$ cat config.mk
export PLATFORM = sky130hd
export DESIGN_NAME = ysyx_22050612_mem_arbiter
export DESIGN_NICKNAME = d
export VERILOG_FILES = /design/src/rtl/ysyx_22050612_mem_arbiter.sv
export SDC_FILE = /design/constraint.sdc
export NUM_CORES = 1
export LEC_CHECK = 0
export ABC_AREA = 1
export BUFFER_PORTS_ARGS = -buffer_cell sky130_fd_sc_hd__buf_2
export CORE_AREA = 2 2 210 212
export CTS_CLUSTER_SIZE = 16
export DETAILED_ROUTE_END_ITERATION = 8
export DIE_AREA = 0 0 212 214
export SETUP_SLACK_MARGIN = 0.15
export SYNTH_ARGS = -nofsm -noshare
export SYNTH_HDL_FRONTEND = slang
export SYNTH_SLANG_ARGS = --single-unit
$ cat constraint.sdc
create_clock -name clk -period 1.62 [get_ports clk]
set_input_delay 0.486 -clock clk [delete_from_list [all_inputs] [get_ports clk]]
set_output_delay 0.486 -clock clk [all_outputs]
set_load 0.01 [all_outputs]
$ cat src/rtl/ysyx_22050612_mem_arbiter.sv
// Two-requester (fetch / load-store) arbiter onto a single memory port, one transaction in flight.
// Define YSYX_22050612_ARB_RR_EN for round-robin selection; default is fixed LSU-over-IFU priority.
module ysyx_22050612_mem_arbiter (
  input  logic        clk,
  input  logic        rst,
  input  logic        if_req_valid,
  output logic        if_req_ready,
  input  logic [63:0] if_addr,
  output logic        if_rsp_valid,
  output logic [63:0] if_rdata,
  input  logic        ls_req_valid,
  output logic        ls_req_ready,
  input  logic        ls_wen,
  input  logic [63:0] ls_addr,
  input  logic [63:0] ls_wdata,
  input  logic [7:0]  ls_wmask,
  output logic        ls_rsp_valid,
  output logic [63:0] ls_rdata,
  output logic        mem_req_valid,
  input  logic        mem_req_ready,
  output logic        mem_wen,
  output logic [63:0] mem_addr,
  output logic [63:0] mem_wdata,
  output logic [7:0]  mem_wmask,
  input  logic        mem_rsp_valid,
  input  logic [63:0] mem_rdata
);

  typedef enum logic [1:0] {
    IDLE    = 2'd0,
    BUSY_IF = 2'd1,
    BUSY_LS = 2'd2
  } state_e;

  localparam logic OWNER_IF = 1'b0;
  localparam logic OWNER_LS = 1'b1;

  state_e state_r;
  state_e state_nxt_s;
  logic   last_owner_r;
  logic   sel_ls_s;
  logic   any_req_s;
  logic   accept_s;

  assign any_req_s = if_req_valid | ls_req_valid;
  assign accept_s  = (state_r == IDLE) & any_req_s & mem_req_ready;

  // Requester selection for the current IDLE cycle
  always_comb begin
    sel_ls_s = 1'b0;
`ifdef YSYX_22050612_ARB_RR_EN
    if (if_req_valid && ls_req_valid) begin
      sel_ls_s = (last_owner_r == OWNER_IF);
    end else begin
      sel_ls_s = ls_req_valid;
    end
`else
    sel_ls_s = ls_req_valid;
`endif
  end

  // State register
  always_ff @(posedge clk or posedge rst) begin
    if (rst) begin
      state_r <= IDLE;
    end else begin
      state_r <= state_nxt_s;
    end
  end

  // Last granted requester, kept in both builds
  always_ff @(posedge clk or posedge rst) begin
    if (rst) begin
      last_owner_r <= OWNER_IF;
    end else if (accept_s) begin
      last_owner_r <= sel_ls_s ? OWNER_LS : OWNER_IF;
    end else begin
      last_owner_r <= last_owner_r;
    end
  end

  // Next-state logic; a response seen in IDLE is stale and ignored
  always_comb begin
    state_nxt_s = state_r;
    case (state_r)
      IDLE: begin
        if (accept_s) begin
          state_nxt_s = sel_ls_s ? BUSY_LS : BUSY_IF;
        end else begin
          state_nxt_s = IDLE;
        end
      end
      BUSY_IF: begin
        if (mem_rsp_valid) begin
          state_nxt_s = IDLE;
        end else begin
          state_nxt_s = BUSY_IF;
        end
      end
      BUSY_LS: begin
        if (mem_rsp_valid) begin
          state_nxt_s = IDLE;
        end else begin
          state_nxt_s = BUSY_LS;
        end
      end
      default: state_nxt_s = IDLE;
    endcase
  end

  // Output logic; everything held quiet while reset is asserted
  always_comb begin
    if_req_ready  = 1'b0;
    ls_req_ready  = 1'b0;
    if_rsp_valid  = 1'b0;
    ls_rsp_valid  = 1'b0;
    if_rdata      = 64'd0;
    ls_rdata      = 64'd0;
    mem_req_valid = 1'b0;
    mem_wen       = 1'b0;
    mem_addr      = 64'd0;
    mem_wdata     = 64'd0;
    mem_wmask     = 8'd0;
    if (rst) begin
      mem_req_valid = 1'b0;
    end else begin
      case (state_r)
        IDLE: begin
          mem_req_valid = any_req_s;
          if (sel_ls_s) begin
            mem_wen      = ls_wen;
            mem_addr     = ls_addr;
            mem_wdata    = ls_wdata;
            mem_wmask    = ls_wmask;
            ls_req_ready = mem_req_ready & ls_req_valid;
          end else begin
            mem_wen      = 1'b0;
            mem_addr     = if_addr;
            mem_wdata    = 64'd0;
            mem_wmask    = 8'd0;
            if_req_ready = mem_req_ready & if_req_valid;
          end
        end
        BUSY_IF: begin
          if_rsp_valid = mem_rsp_valid;
          if_rdata     = mem_rdata;
        end
        BUSY_LS: begin
          ls_rsp_valid = mem_rsp_valid;
          ls_rdata     = mem_rdata;
        end
        default: begin
          mem_req_valid = 1'b0;
        end
      endcase
    end
  end

endmodule

==> flow_metrics.py, run 1 <==
metrics = {
    "setup_path": {
        "startpoint": "state_r[1]",
        "critical_path_class": "flip-flop to primary output",
        "worst-path-max-fanout": 8,
        "reg2reg_depth": 7,
        "cp-end-kind": "primary output",
        "cp.required_ns": 1.13,
        "r2r-end": "state_r[1]",
        "rrSetupSlack_ns": 0.31,
        "worstPathArrival_ns": 1.59,
        "startpoint_type": "flip-flop",
        "worstReg2RegStart": "state_r[1]",
    },
    "synth": {
        "postSynthAreaPerCell_um2": 4.48,
        "async_flop_share": 1.00,
        "yosysUniqueCellTypes": 15,
        "synth-seq-cells": 2,
        "syn-cell-area_um2": 2780,
        "ys_seq_area_frac": 0.0180,
        "synthFlopType": "dfrtp_1",
        "synth_top_cell_area_share": 0.281,
        "synth_cells": 621,
        "yosysWarnings": 0,
        "synthTopCellsByArea": "nand2_1 (28%), nor3_1 (23%), nor2_1 (11%)",
        "syn_nets": 892,
        "synth_area_leader_cell": "nand2_1",
        "synth_edf_count": 0,
    },
    "run_status": {
        "status": "finished with violations",
        "violations": "negative setup slack",
    },
    "timing": {
        "rsz0062_at_grt": "true",
        "setup_viol": 270,
        "fin_worst_skew_ns": 0.00293,
        "holdWs_ns": 0.409,
        "finalCritPeriodShare": 1.28,
        "hold_violations": 0,
        "setup_tns_ns": -94.00,
        "slew_headroom": 0.813,
        "slew_violations": 0,
        "min_period_ns": 2.08,
        "fmax_mhz": 482,
        "setup_ws_ns": -0.456,
        "tightest_slew_ns": 0.279,
    },
    "routing": {
        "first_iter_violations": 196,
        "ant_nets": 0,
        "wl_um": 23900,
        "vias_per_cell": 3.56,
        "vias": 6391,
        "route.detailed.drc": 0,
        "wire_per_inst_um": 13.3,
        "drtPass1Iterations": 4,
    },
    "cts": {
        "cts_buffers": 3,
        "max-clock-path-buffers": 2,
        "h-tree-depth": 1,
        "clkSinkCount": 2,
        "holdBufCountCts": 0,
        "path_clk_slew_ns": 0.03,
        "root_buffer": "clkbuf_16",
        "clk_latency_ns": 0.22,
        "cts_tree": "done",
    },
    "power": {
        "irDropWorstVdd_v": 0.000202,
        "power_mw": 3.75,
        "power_density_nw_per_um2": 420,
        "power_leakage_nw": 4.89,
    },
    "floorplan": {
        "dieHeight_um": 214,
        "dieWidth_um": 212,
        "die-area_um2": 45400,
        "io-pin-count": 541,
        "initial_core_util": 0.0648,
        "coreArea_um2": 42900,
        "row_count": 76,
    },
    "layout": {
        "n_antenna_cell": 0,
        "final_area_um2": 8930,
        "largest-register": "state_r",
        "drive_above_1_share": 0.717,
        "nNetsFinal": 1484,
        "largest_register_ffs": 2,
        "area_delta_synth_final_pct": 221,
        "largest_registers": "state_r (2)",
    },
    "worst_hold_path": {
        "holdCritPathClass": "input pin to async pin",
    },
    "place": {
        "portBuffers": 540,
        "gp_congestion": 0.848,
        "placed_cell_area_um2": 7070,
        "hpwl_um": 17000,
    },
    "global_routing": {
        "track_usage": 0.0844,
        "grt-ovfl-total": 0,
        "grt_pass1_vias": 5737,
        "antenna_found_initial": 0,
        "grt_max_degree": 25,
        "grt_pass1_wl_um": 30100,
    },
    "run": {
        "maxCapViolations": 0,
    },
}
layer usage:
layer	vias up	track usage	share of wire
met5	-	0	0
met4	0	0.0214	0.017
met3	23	0.0135	0.077
met2	328	0.168	0.54
met1	2908	0.0903	0.37
li1	3132	-	-
stage by stage:
stage,utilization,instances,worst slack [ns]
2_1_floorplan,-,621,-0.0660
3_3_place_gp,0.165,1768,-0.496
3_5_place_dp,0.165,1768,-0.500
4_1_cts,0.185,1783,-0.424
5_1_grt,0.208,1796,-0.507
6_report,0.208,1796,-0.456
cell families after synthesis:
kind of cell    after synthesis  synth area share
compound gates               64             0.129
buf+inv                     134             0.223
flops                         2            0.0180
simple gates                421             0.630
Yosys cell counts (3+ instances only):
library cell / number
buf_2: 43
a21oi_1: 54
clkbuf_1: 9
buf_4: 9
nand2_1: 208
buf_6: 4
nand3_1: 3
nor3_1: 130
a21oi_2: 10
inv_1: 67
nor2_1: 78
worst max-delay path, cell delays in order (launching register included):
cell	delay, ns
dfrtp_1	0.41
nor2_4	0.15
buf_12	0.17
buf_16	0.15
buf_8	0.15
nand2_1	0.07
nor2_1	0.11
buf_2	0.15
report_power, final:
part	switching, mW	internal [mW]
logic	1.73	1.58
clock network	0.0610	0.314
registers	0.00832	0.0565
total	1.80	1.95
cell usage in the layout (no fill, tap or decap):
| master | synthesis | routed |
|---|---|---|
| nor3_1 | 130 | 65 |
| inv_1 | 67 | 67 |
| inv_6 | 0 | 1 |
| nor2_2 | 1 | 14 |
| a21oi_4 | 0 | 20 |
| nor2_4 | 0 | 20 |
| buf_8 | 0 | 8 |
| nand2_8 | 0 | 4 |
| dfrtp_2 | 0 | 1 |
| dfrtp_1 | 2 | 1 |
| nand2_2 | 1 | 15 |
| nand2_1 | 208 | 162 |
| buf_2 | 43 | 506 |
| nor3_4 | 0 | 12 |
| nor3_2 | 0 | 53 |
| buf_6 | 4 | 50 |
| bufbuf_16 | 0 | 5 |
| nand3_2 | 0 | 1 |
| buf_12 | 0 | 19 |
| clkbuf_16 | 0 | 10 |
| a21oi_1 | 54 | 1 |
| inv_8 | 0 | 1 |
| nor2_1 | 78 | 45 |
| buf_16 | 0 | 4 |
| a21oi_2 | 10 | 43 |
| buf_4 | 9 | 52 |
| nand2_4 | 0 | 29 |
| nand3_1 | 3 | 2 |
repair_timing:
| item | in CTS | in global routing |
|---|---|---|
| pin swaps | 7 | 27 |
| gates cloned | 7 | 9 |
| endpoints found under the setup margin | 270 | 270 |
| hold endpoints to repair | 0 | 0 |
| setup buffers | 5 | 4 |
| gates resized for setup | 118 | 177 |
layout make-up:
class | instances | area, um2
well taps | 585 | 732
flip-flops and latches | 2 | 51.3
inverters | 69 | 272
repair buffers | 651 | 4430
clock buffers | 3 | 75.1
fillers | 4789 | 34000
multi-input cells | 486 | 3370
worst max-delay path by stage:
stage	endpoint	slack [ns]	cells after the start
after global placement	if_req_ready	-0.50	7
after global routing	mem_wdata[48]	-0.51	7
after CTS	mem_wdata[42]	-0.42	7
after floorplan	if_rdata[10]	-0.07	4
after detailed placement	if_req_ready	-0.50	7
final	mem_wdata[18]	-0.46	7
Note: power is estimated with default switching activity, not from simulation.
==> run 2, diff against run 1 <==
- PLACE_DENSITY: default -> 0.35
==> run 2 against run 1 <==
Net effect:
- the run still ends with negative setup slack left
- hold slack got worse by 0.19 ns
- utilization down 1.4 points
- via count is 2.4% lower
- combinational power fell by 11%
- clock power is 1% higher
- critical endpoint is now mem_wdata[6]
- largest cell class unchanged
- largest power group unchanged
- highest routed layer is now met5
==> flow_metrics.py, run 2 (same netlist as run 1, synthesis figures left out) <==
metrics = {
    "global_routing": {
        "antenna_found_initial": 1,
        "grt_pass1_wl_um": 33400,
        "grt_max_degree": 95,
        "track_usage": 0.0954,
        "grt_pass1_vias": 5891,
        "grt-ovfl-total": 0,
    },
    "run_status": {
        "status": "finished with violations",
        "violations": "negative setup slack",
    },
    "power": {
        "power_switching_share": 0.490,
        "power_leakage_nw": 4.61,
        "p_int_mw": 1.73,
        "p_sw_mw": 1.66,
        "power_density_nw_per_um2": 407,
        "pwr-share-comb": 0.868,
        "pwr-share-clk": 0.112,
        "power_mw": 3.39,
        "irDropWorstVdd_v": 0.000262,
        "p_seq_frac": 0.019,
    },
    "routing": {
        "vias_per_cell": 3.52,
        "route.detailed.drc": 0,
        "wire_per_inst_um": 13.9,
        "vias": 6236,
        "drtPass1Iterations": 4,
        "ant_nets": 0,
        "first_iter_violations": 215,
        "wl_um": 24700,
    },
    "setup_path": {
        "critical_path.endpoint": "mem_wdata[6]",
        "rrSetupSlack_ns": 0.27,
        "worstReg2RegStart": "state_r[1]",
        "cp.required_ns": 1.13,
        "critical_path_class": "flip-flop to primary output",
        "r2r-end": "state_r[1]",
        "worstPathArrival_ns": 1.52,
        "worst-path-max-fanout": 7,
        "reg2reg_depth": 8,
        "cp-end-kind": "primary output",
        "startpoint": "state_r[1]",
        "startpoint_type": "flip-flop",
    },
    "timing": {
        "fin_worst_skew_ns": 0.00194,
        "fmax_mhz": 498,
        "setup_tns_ns": -80.59,
        "slew_violations": 0,
        "slew_headroom": 0.799,
        "holdWs_ns": 0.220,
        "min_period_ns": 2.01,
        "hold_violations": 0,
        "rsz0062_at_grt": "true",
        "tightest_slew_ns": 0.302,
        "finalCritPeriodShare": 1.24,
        "setup_ws_ns": -0.388,
        "setup_viol": 270,
    },
    "place": {
        "hpwl_um": 19100,
        "placed_cell_area_um2": 7030,
        "gp_congestion": 0.851,
        "portBuffers": 540,
    },
    "cts": {
        "max-clock-path-buffers": 2,
        "holdBufCountCts": 0,
        "cts_tree": "done",
        "clkSinkCount": 2,
        "clk_latency_ns": 0.22,
        "path_clk_slew_ns": 0.03,
        "h-tree-depth": 1,
        "cts_buffers": 3,
        "root_buffer": "clkbuf_16",
    },
    "layout": {
        "largest_register_ffs": 2,
        "final_area_um2": 8320,
        "drive_above_1_share": 0.681,
        "area_delta_synth_final_pct": 199,
        "post-route-util": 0.194,
        "final_common_cell": "buf_2",
        "final_cell_mix": "buf_2 (513), nand2_1 (186), inv_1 (66)",
        "largest-register": "state_r",
        "nNetsFinal": 1462,
        "n_antenna_cell": 0,
        "fillerInstances": 4896,
        "largest_registers": "state_r (2)",
    },
    "floorplan": {
        "io-pin-count": 541,
        "coreArea_um2": 42900,
        "dieWidth_um": 212,
        "dieHeight_um": 214,
        "initial_core_util": 0.0648,
        "die-area_um2": 45400,
        "row_count": 76,
    },
    "worst_hold_path": {
        "holdCritPathClass": "input pin to async pin",
    },
    "run": {
        "maxCapViolations": 0,
    },
}
run 2: cell types whose count changed in the layout (fill, tap and decap cells not counted), sizes merged:
cell,change
buf,-13
bufbuf,-4
clkbuf,-4
nand2,-1
run 2: power groups by stage:
stage                     sequential (mW)  combinational (mW)  clock [mW]
after global routing               0.0674                3.17       0.397
after CTS                          0.0666                2.67       0.392
after detailed placement           0.0660                2.32           0
after floorplan                    0.0620                1.19           0
after global placement             0.0656                2.34           0
final                              0.0657                2.94       0.380
run 2: area by class of cell:
class                           instances  area (um2)  share of cell area
Sequential cell                         2        52.6             0.00632
Tap cell                              585         732              0.0880
Multi-Input combinational cell        485        3130               0.376
Timing Repair Buffer                  630        4060               0.488
Inverter                               69         267              0.0320
Clock buffer                            3        75.1             0.00903
run 2: stage by stage:
step           instances  setup WS [ns]
6_report            1774         -0.388
5_1_grt             1774         -0.441
4_1_cts             1768         -0.391
3_5_place_dp        1749         -0.327
3_3_place_gp        1749         -0.339
2_1_floorplan        621        -0.0660
run 2: worst min path at each step:
stage          startpoint          to  slack, ns  cells past startpoint
5_1_grt               rst  state_r[0]       0.23                      2
4_1_cts               rst  state_r[0]       0.19                      2
3_3_place_gp          rst  state_r[0]       0.43                      2
3_5_place_dp          rst  state_r[0]       0.43                      2
6_report              rst  state_r[0]       0.22                      2
2_1_floorplan         rst  state_r[0]       0.34                      2
run 2: per-layer routing:
metal,track usage,wire (um),vias to the layer above
li1,-,-,3075
met1,0.104,9420,2811
met2,0.185,13100,326
met3,0.0169,1660,22
met4,0.0249,473,2
met5,0,8,-
run 2: worst max-delay path, cell delays in order, from the launching register on:
cell and delay [ns]:
dfrtp_2 0.42, nor2_4 0.14, buf_12 0.15, buf_12 0.13, buf_12 0.16, nand2_4 0.06
nor2_4 0.11, buf_6 0.12
run 2: what timing repair did:
action,CTS,global route
gates cloned,4,4
pin swaps,3,7
setup endpoints to repair,270,270
resized for setup,87,109
buffers inserted,12,2
